==> config.mk <==
export PLATFORM = sky130hd
export DESIGN_NAME = servo_angle_slew
export DESIGN_NICKNAME = d
export VERILOG_FILES = /design/src/rtl/servo_pkg.sv /design/src/rtl/servo_slew_step.sv /design/src/rtl/servo_angle_slew.sv
export SDC_FILE = /design/constraint.sdc
export NUM_CORES = 1
export LEC_CHECK = 0
export ABC_CLOCK_PERIOD_IN_PS = 16100
export CORE_MARGIN = 10
export CORE_UTILIZATION = 60
export CTS_CLUSTER_SIZE = 24
export DETAILED_ROUTE_END_ITERATION = 7
export PLACE_DENSITY = 0.93
export SKIP_CTS_REPAIR_TIMING = 1
export SLEW_MARGIN = 15
export SYNTH_ARGS = -nofsm -noshare
export SYNTH_HDL_FRONTEND = slang
export SYNTH_HIERARCHICAL = 1
export SYNTH_SLANG_ARGS = --single-unit
==> constraint.sdc <==
create_clock -name clk -period 16.1 [get_ports clk]
set_input_delay 2.415 -clock clk [delete_from_list [all_inputs] [get_ports clk]]
set_output_delay 2.415 -clock clk [all_outputs]
set_load 0.02 [all_outputs]
==> src/rtl/servo_pkg.sv <==
// Shared types and constants for the servo command/PWM path.
//   ANGLE_W / MAX_ANGLE / NUM_SERVO : angle width, mechanical limit, channel count
//   angle_t                         : one angle in degrees
//   slew_state_t                    : frame update sequencer states
//   clamp_angle()                   : saturate an angle to MAX_ANGLE
package servo_pkg;

    localparam int unsigned ANGLE_W   = 8;
    localparam int unsigned MAX_ANGLE = 180;
    localparam int unsigned NUM_SERVO = 4;

    typedef logic [ANGLE_W-1:0] angle_t;

    typedef enum logic [2:0] {
        IDLE  = 3'd0,
        UPD0  = 3'd1,
        UPD1  = 3'd2,
        UPD2  = 3'd3,
        UPD3  = 3'd4,
        PULSE = 3'd5
    } slew_state_t;

    // Saturate a requested angle to the mechanical limit.
    function automatic angle_t clamp_angle(input angle_t a);
        return (a > angle_t'(MAX_ANGLE)) ? angle_t'(MAX_ANGLE) : a;
    endfunction

endpackage

==> src/rtl/servo_slew_step.sv <==
// One slew step: move cur toward tgt by at most step, landing exactly on tgt
// when within reach (no overshoot, no wrap).
//   cur        : current angle
//   tgt        : target angle (already clamped to MAX_ANGLE)
//   step       : maximum change per step
//   next_angle : resulting angle
module servo_slew_step
    import servo_pkg::*;
(
    input  angle_t cur,
    input  angle_t tgt,
    input  angle_t step,
    output angle_t next_angle
);

    logic signed [ANGLE_W:0] diff;
    logic        [ANGLE_W:0] mag;

    always_comb begin
        diff = $signed({1'b0, tgt}) - $signed({1'b0, cur});
        // Magnitude formed from the unsigned operands so -diff never overflows.
        mag  = diff[ANGLE_W] ? ({1'b0, cur} - {1'b0, tgt})
                             : ({1'b0, tgt} - {1'b0, cur});
        if (mag <= {1'b0, step}) begin
            next_angle = tgt;
        end else if (!diff[ANGLE_W]) begin
            next_angle = cur + step;
        end else begin
            next_angle = cur - step;
        end
    end

endmodule

==> src/rtl/servo_angle_slew.sv <==
// Rate-limited angle command stage in front of the PWM servo driver.
// Accepts per-channel targets over a valid/ready port and, once per frame,
// slews each current angle toward its target by at most STEP degrees, then
// strobes nextangle so the PWM stage loads the new angles.
//   clk, rst_n         : clock, asynchronous active-low reset
//   wr_valid/wr_ready  : target write handshake
//   wr_chan, wr_angle  : channel (0..3) and requested angle (clamped)
//   angle1..angle4     : current angles, straight from registers
//   nextangle          : one-cycle load strobe, once per frame
//   settled            : all current angles equal their targets
module servo_angle_slew
    import servo_pkg::*;
#(
    parameter int unsigned FRAME_CYCLES = 1000000,
    parameter int unsigned STEP         = 2,
    parameter int unsigned RESET_ANGLE  = 90
) (
    input  logic       clk,
    input  logic       rst_n,
    input  logic       wr_valid,
    output logic       wr_ready,
    input  logic [1:0] wr_chan,
    input  logic [7:0] wr_angle,
    output logic [7:0] angle1,
    output logic [7:0] angle2,
    output logic [7:0] angle3,
    output logic [7:0] angle4,
    output logic       nextangle,
    output logic       settled
);

    localparam int unsigned CNT_W   = $clog2(FRAME_CYCLES);
    localparam logic [CNT_W-1:0] CNT_LAST = CNT_W'(FRAME_CYCLES - 1);
    localparam angle_t      STEP_A  = angle_t'(STEP);
    localparam angle_t      RST_A   = angle_t'(RESET_ANGLE);

    logic [CNT_W-1:0] cnt_q, cnt_d;
    logic             tc;

    slew_state_t state_q, state_d;
    logic        nextangle_q, nextangle_d;
    logic        wr_ready_q, wr_ready_d;
    logic        settled_q, settled_d;
    logic        upd_en;
    logic [1:0]  upd_idx;

    angle_t angle_q  [NUM_SERVO];
    angle_t angle_d  [NUM_SERVO];
    angle_t target_q [NUM_SERVO];
    angle_t target_d [NUM_SERVO];

    angle_t step_cur, step_tgt, step_next;
    logic   wr_accept;

    // Free-running frame counter; runs in every state so the strobe period is exact.
    always_comb begin
        tc    = (cnt_q == CNT_LAST);
        cnt_d = tc ? '0 : cnt_q + CNT_W'(1);
    end

    always_ff @(posedge clk or negedge rst_n) begin
        if (!rst_n) begin
            cnt_q <= '0;
        end else begin
            cnt_q <= cnt_d;
        end
    end

    // Frame sequencer: one update cycle per channel, then the load strobe.
    always_ff @(posedge clk or negedge rst_n) begin
        if (!rst_n) begin
            state_q     <= IDLE;
            nextangle_q <= 1'b0;
            wr_ready_q  <= 1'b0;
        end else begin
            state_q     <= state_d;
            nextangle_q <= nextangle_d;
            wr_ready_q  <= wr_ready_d;
        end
    end

    always_comb begin
        state_d     = state_q;
        nextangle_d = 1'b0;
        wr_ready_d  = 1'b0;
        upd_en      = 1'b0;
        upd_idx     = 2'd0;
        unique case (state_q)
            IDLE:  if (tc) state_d = UPD0;
            UPD0:  begin state_d = UPD1;  upd_en = 1'b1; upd_idx = 2'd0; end
            UPD1:  begin state_d = UPD2;  upd_en = 1'b1; upd_idx = 2'd1; end
            UPD2:  begin state_d = UPD3;  upd_en = 1'b1; upd_idx = 2'd2; end
            UPD3:  begin state_d = PULSE; upd_en = 1'b1; upd_idx = 2'd3; end
            PULSE: state_d = IDLE;
            default: state_d = IDLE;
        endcase
        // Registered outputs track the state being entered.
        nextangle_d = (state_d == PULSE);
        wr_ready_d  = (state_d == IDLE) || (state_d == PULSE);
    end

    // Single shared slew step, muxed across channels by the update state.
    assign step_cur = angle_q[upd_idx];
    assign step_tgt = target_q[upd_idx];

    servo_slew_step u_step (
        .cur        (step_cur),
        .tgt        (step_tgt),
        .step       (STEP_A),
        .next_angle (step_next)
    );

    assign wr_accept = wr_valid && wr_ready_q;

    // Next angle/target arrays and the settled flag derived from them.
    always_comb begin
        for (int unsigned n = 0; n < NUM_SERVO; n++) begin
            angle_d[n]  = angle_q[n];
            target_d[n] = target_q[n];
        end
        if (upd_en) begin
            angle_d[upd_idx] = step_next;
        end
        if (wr_accept) begin
            target_d[wr_chan] = clamp_angle(wr_angle);
        end
        settled_d = 1'b1;
        for (int unsigned n = 0; n < NUM_SERVO; n++) begin
            if (angle_d[n] != target_d[n]) begin
                settled_d = 1'b0;
            end
        end
    end

    always_ff @(posedge clk or negedge rst_n) begin
        if (!rst_n) begin
            angle_q   <= '{default: RST_A};
            target_q  <= '{default: RST_A};
            settled_q <= 1'b1;
        end else begin
            angle_q   <= angle_d;
            target_q  <= target_d;
            settled_q <= settled_d;
        end
    end

    assign angle1    = angle_q[0];
    assign angle2    = angle_q[1];
    assign angle3    = angle_q[2];
    assign angle4    = angle_q[3];
    assign nextangle = nextangle_q;
    assign wr_ready  = wr_ready_q;
    assign settled   = settled_q;

endmodule

**Word level (Yosys, flattened, before mapping)**

Index checks and enable logic that the tools add are counted.
Widths: inputs -> output; s select.

- Register bits: 90
- Bits of input ports: 13
- Output and inout port bits: 35
- Word-level logic and storage cells: 71

- $add $sub $neg: 6
- Magnitude comparators: 6
- Eq/ne operators: 10
- Mux-type cells: 27
- Bitwise operators: 2
- Reduce and logical (&&, ||, !) cells: 7

Operators by type and width:

| kind | count |
|---|---|
| $mux 8 | 9 |
| $bwmux 32 | 2 |
| $mux 32 | 2 |
| $bmux 8 s2 | 2 |
| $demux 8 s2 | 2 |
| $ne 8x8->1 | 4 |
| $sub 8x8->9 | 3 |
| $add 20x1->20 const B | 1 |
| $eq 20x20->1 const B | 1 |
| $mux 20 | 1 |
| $pmux 3 s5 | 1 |
| $le 9x2->1 const B | 1 |
| $mux 9 | 1 |
| $add 8x2->8 const B | 1 |
| $gt 8x8->1 const B | 1 |
| $sub 8x2->8 const B | 1 |
| $eq 3x2->1 const B | 2 |
| $eq 3x3->1 const B | 2 |
| $ge 3x3->1 const B | 2 |
| $logic_not 3->1 | 2 |
| $lt 3x1->1 const B | 2 |
| $not 2->3 | 2 |
| $pmux 2 s3 | 1 |
| $mux 1 | 5 |
| 5 further kinds | 7 |

**Depth between registers and ports, before layout**

- Word-level depth: 17
- Depth in mapped cells: 32
- Depth with buffers taken out: 27

**By module**

The synthesis kept the hierarchy.

Modules (own cells, without submodules):

| module | times used | cells each | area an instance (um^2) | sequential area each (um^2) |
|---|---|---|---|---|
| servo_angle_slew | 1 | 422 | 4,573.1 | 2,293.4 |
| servo_slew_step | 1 | 194 | 1,508.9 | 0.0 |

**Worst setup path after synthesis**

Ideal clock, no wire load.

- Path kind: register to register
- Start point: register state_q[1]
- End point: register settled_q, in the netlist settled
- Library setup time: 90 ps
- Arrival time: 6,809 ps
- Required time: 16,010 ps
- Path slack: 9,201 ps
- Stages on the path, launching flop included: 30
- Clock period less this slack: 6,899 ps
- Cells stage by stage: dfrtp_1 > buf_6 > nor3b_4 > clkbuf_1 > or2_2 > clkbuf_1 > clkbuf_1 > o22ai_1 > inv_1 > ha_1 > inv_1 > fa_1 > nand3_1 > a21oi_1 > or3_1 > buf_6 > mux2_4 > a211oi_2 > xnor2_1 > ha_1 > a2111oi_0 > o211ai_1 > a21oi_4 > mux2_4 > mux2_2 > xor2_1 > or4_1 > nor4_1 > nand4_1 > nor4_2

RTL lines:

| item | RTL line | text |
|---|---|---|
| from (decl) | servo_angle_slew.sv:40 | `slew_state_t state_q, state_d;` |
| from (signal assigned) | servo_angle_slew.sv:76 | `state_q <= state_d;` |
| to (signal assigned) | servo_angle_slew.sv:143 | `settled_q <= settled_d;` |
| to (decl) | servo_angle_slew.sv:43 | `logic settled_q, settled_d;` |

**Worst setup path in the final report**

- Start point: register state_q[2]
- End point: register settled_q, in the netlist settled

- Word-level cells in the longest chain between the ends: 17

Ends and longest elaborated chain:

| item | RTL line | text |
|---|---|---|
| $eq 3x3->1 / $eq 3x2->1 (equally long branches) | servo_angle_slew.sv:88 | `unique case (state_q)` |
| $pmux 2 s3 (*) | servo_angle_slew.sv:88 |  |
| $not 2->3 (implied by the code) (*) | servo_angle_slew.sv:104 | `assign step_tgt = target_q[upd_idx];` |
| $bmux 8 s2 (*) | servo_angle_slew.sv:104 |  |
| $mux 8 (implied by the code) (*) (2 in series) | servo_angle_slew.sv:104 |  |
| via step_tgt[0] | servo_angle_slew.sv:52 | `angle_t step_cur, step_tgt, step_next;` |
| $sub 8x8->9 (on tied branches) | servo_slew_step.sv:20, servo_slew_step.sv:23, servo_slew_step.sv:22 |  |
| $mux 9 | servo_slew_step.sv:22 | `mag = diff[ANGLE_W] ? ({1'b0, cur} - {1'b0, tgt})` |
| $le 9x2->1 | servo_slew_step.sv:24 | `if (mag <= {1'b0, step}) begin` |
| $mux 8 (*) | servo_slew_step.sv:24 |  |
| via step_next[0] | servo_angle_slew.sv:52 |  |
| $bwmux 32 (*) | servo_angle_slew.sv:122 | `angle_d[upd_idx] = step_next;` |
| $mux 32 (*) | servo_angle_slew.sv:121 | `if (upd_en) begin` |
| $ne 8x8->1 | servo_angle_slew.sv:129 | `if (angle_d[n] != target_d[n]) begin` |
| $mux 1 (3 in series) | servo_angle_slew.sv:129 |  |
| $mux 1 (*) | servo_angle_slew.sv:129 |  |
| via settled_d | servo_angle_slew.sv:43 |  |

Mark *: on every way through the listed nets, which the timed path passes. The rest lies on a longest branch. The select of a mux whose other input is x is not followed.

==> impl_metrics.toml <==
[logic_synthesis]
synth.distinct_cells = 69
synthTopCellsByCount = "dfrtp_1, inv_1, nor2_1, xnor2_1, a21oi_1"
synth_flop_cell = "dfrtp_1"
syn_inst = 616
ys_warn_count = 6
synth_edf_count = 0
syn_area_mm2 = 0.00608
ys_ff_latch = 90
ys_seq_area_share_pct = 37.7
yosys-top-cells-area = "dfrtp_1, dfstp_2, ha_1"
yosysMostFrequentCell = "dfrtp_1"
syn_avg_cell_area_um2 = 9.87
ys_async_sr_fraction_pct = 100
synth_top_area_share_pct = 23.5
yosysTopAreaCell = "dfrtp_1"

[final_layout]
layout-drive-gt1-share_pct = 14.6
fillers = 698
antenna_cells = 0
fin_area_mm2 = 0.00690
area_growth_pct = 13.4
fin_cells = 809
fin_nets = 720

[route]
postRouteWirelength_um = 16700
drt_first_pass_iters = 5
drc = 0
wire_per_inst_um = 20.6
via_per_inst = 6.22
num_vias = 5032
drtIter0Drc = 537
antenna_left = 0

[grt]
grt.busiest_layer = "met2"
grt_overflow = 0
grt_first_pass_wirelength_um = 26500
met3_usage_pct = 5.30
use_met2_pct = 38.4
use_met1_pct = 27.0
grt_pass1_vias = 5061
grt_usage_pct = 22.7
antenna_found_initial = 0
grt_max_degree = 91

[sta]
rsz0062_at_grt = "false"
worst_pin_slew_ns = 1.09
slew_headroom_pct = 27.6
hold_slack_ns = 0.471
finalCritPeriodShare_pct = 51.4
fin_crit_ns = 8.27
setup_ws_ns = 7.83
timing.fmax_ghz = 0.121
tns_ns = 0
maxSlewViolCount = 0
finClkSkew_ns = 0.00910
setup_viol = 0
hold_viol_final = 0

[setup_path]
slowest_delay_ns = 0.95
endpoint_kind = "flip-flop"
reg2reg_slack_ns = 7.83
critPathSlowestCell = "nor3b_4"
crit_start = "state_q[2]"
r2r_cells = 24
cp_cell_sequence = "nor3b_4 -> or2_2 -> o22ai_1 -> inv_1 -> ha_1 -> inv_1 -> fa_1 -> nand3_1 -> a21oi_1 -> or3_1 -> mux2_4 -> a211oi_2 -> xnor2_1 -> ha_1 -> a2111oi_0 -> o211ai_1 -> a21oi_4 -> mux2i_1 -> mux2i_1 -> a2bb2o_1 -> a311o_1 -> a2111oi_0 -> or4b_1 -> nor4_2"
path_max_fanout = 26
arrival_ns = 8.57
r2r-start = "state_q[2]"
cp_data_required_time_ns = 16.40
startpoint_type = "flip-flop"
path_class = "reg -> reg"
regToRegEndpoint = "settled"

[pwr]
power_density_mw_per_mm2 = 94.0
p_int_uw = 424
power_leakage_uw = 0.00319
switchingPower_uw = 224
ir_worst_vdd_mv = 0.0862
pwr-share-seq_pct = 39.3
sw_frac_of_total_pct = 34.6
p_comb_share_pct = 34.9
power.share.clock_pct = 25.9

[floorplan]
die_y_um = 121
io_pins = 48
rows = 36
fp.dieArea_mm2 = 0.0146
core-area_mm2 = 0.00982
initial_utilization_pct = 61.9
die_width_um = 121

[run_status]
status = "finished, final reports clean"

[place]
port_buffers = 47
gp_congestion = 0.952
dpl_cell_area_mm2 = 0.00668
dp_slack_ns = 8.25
dpl.hpwl_um = 12400
dp.cells = 793

[cts]
cts_made_buffers = 9
cts_root_buf = "clkbuf_8"
worst_skew_pair.late_latency_ns = 0.38
clk_transition_reported_paths_ns = 0.09
htreeDepth = 3
clockBufferDepth = 2
tritoncts = "yes"
cts_sinks = 90

[min_path]
hp-start = "cnt_q[4]"
worst_hold_path_type = "reg -> reg"
whs_path_depth = 1
min_to = "cnt_q[4]"

[job]
drv_cap = 0
-- final cells by class --
| cell class | count | area [µm²] | area share [%] |
|---|---|---|---|
| well taps | 133 | 166 | 2.41 |
| clock inverters | 1 | 30.0 | 0.435 |
| repair buffers | 50 | 490 | 7.11 |
| clock buffers | 15 | 186 | 2.70 |
| inverters | 47 | 176 | 2.56 |
| flip-flops and latches | 90 | 2290 | 33.2 |
| multi-input cells | 473 | 3550 | 51.5 |
-- metrics by stage --
step | utilization, % | power (µW)
3_3_place_gp | 68.0 | 462
6_report | 70.2 | 648
5_1_grt | 70.2 | 674
2_1_floorplan | - | 419
4_1_cts | 70.2 | 639
3_5_place_dp | 68.0 | 474
-- power by group through the flow --
stage | combinational [µW] | clock (µW) | sequential [µW]
2_1_floorplan | 165 | 0 | 254
3_3_place_gp | 205 | 0 | 256
3_5_place_dp | 217 | 0 | 258
4_1_cts | 219 | 166 | 254
5_1_grt | 244 | 174 | 256
6_report | 226 | 168 | 254
-- metal layers --
layer	wire [µm]	vias up
met4	496	0
met5	0	-
met2	8290	269
met1	6480	2465
li1	-	2253
met3	1410	45
-- sequential cells by signal (all words and copies together), names as in the netlist --
signal,count
angle2,8
angle3,8
cnt_q,20
settled,1
angle4,8
angle1,8
nextangle,1
target_q,32
state_q,3
wr_ready,1
-- cell families (layout without fill, tap and decap cells) --
group | Yosys count | after routing | share of synthesized area (%)
compound gates | 122 | 122 | 13.1
xor+xnor | 67 | 67 | 9.65
fa+ha+maj | 36 | 36 | 7.78
buf+inv | 71 | 113 | 4.96
flops | 90 | 90 | 37.7
mux | 71 | 71 | 12.8
other cells | 2 | 20 | 0.123
simple gates | 157 | 157 | 13.9
-- worst max path at each step --
stage / cells after the start / end
5_1_grt: 23 / settled
6_report: 24 / settled
4_1_cts: 24 / settled
2_1_floorplan: 29 / settled
3_3_place_gp: 24 / settled
3_5_place_dp: 24 / settled
-- placed cells by master (no fill, tap or decap), types with 7 or more instances in the layout --
master           count
dfstp_2             33
clkbuf_8            13
ha_1                33
xor2_1              24
xnor2_1             43
o22ai_1             16
mux2_4               7
nand2_1             32
dfrtp_1             57
nor2_1              46
a21oi_1             39
nand3_1             18
nand4_1             12
o21ai_0             26
clkdlybuf4s50_1     46
mux2_2              27
inv_1               47
mux2i_1             37
conb_1              20
and3_1               8
-- worst max-delay path: cells and delay by family (launching register included) --
kind | cells | cell delay (ns)
adder cells (fa/ha/maj) | 3 | 0.81
XOR/XNOR | 1 | 0.16
AO/OA/AOI/OAI | 9 | 2.60
multiplexers | 3 | 1.08
buffers and inverters | 2 | 0.18
flip-flops | 1 | 0.56
AND/OR/NAND/NOR | 6 | 2.78
No activity file was read; power rests on OpenSTA's default activity.
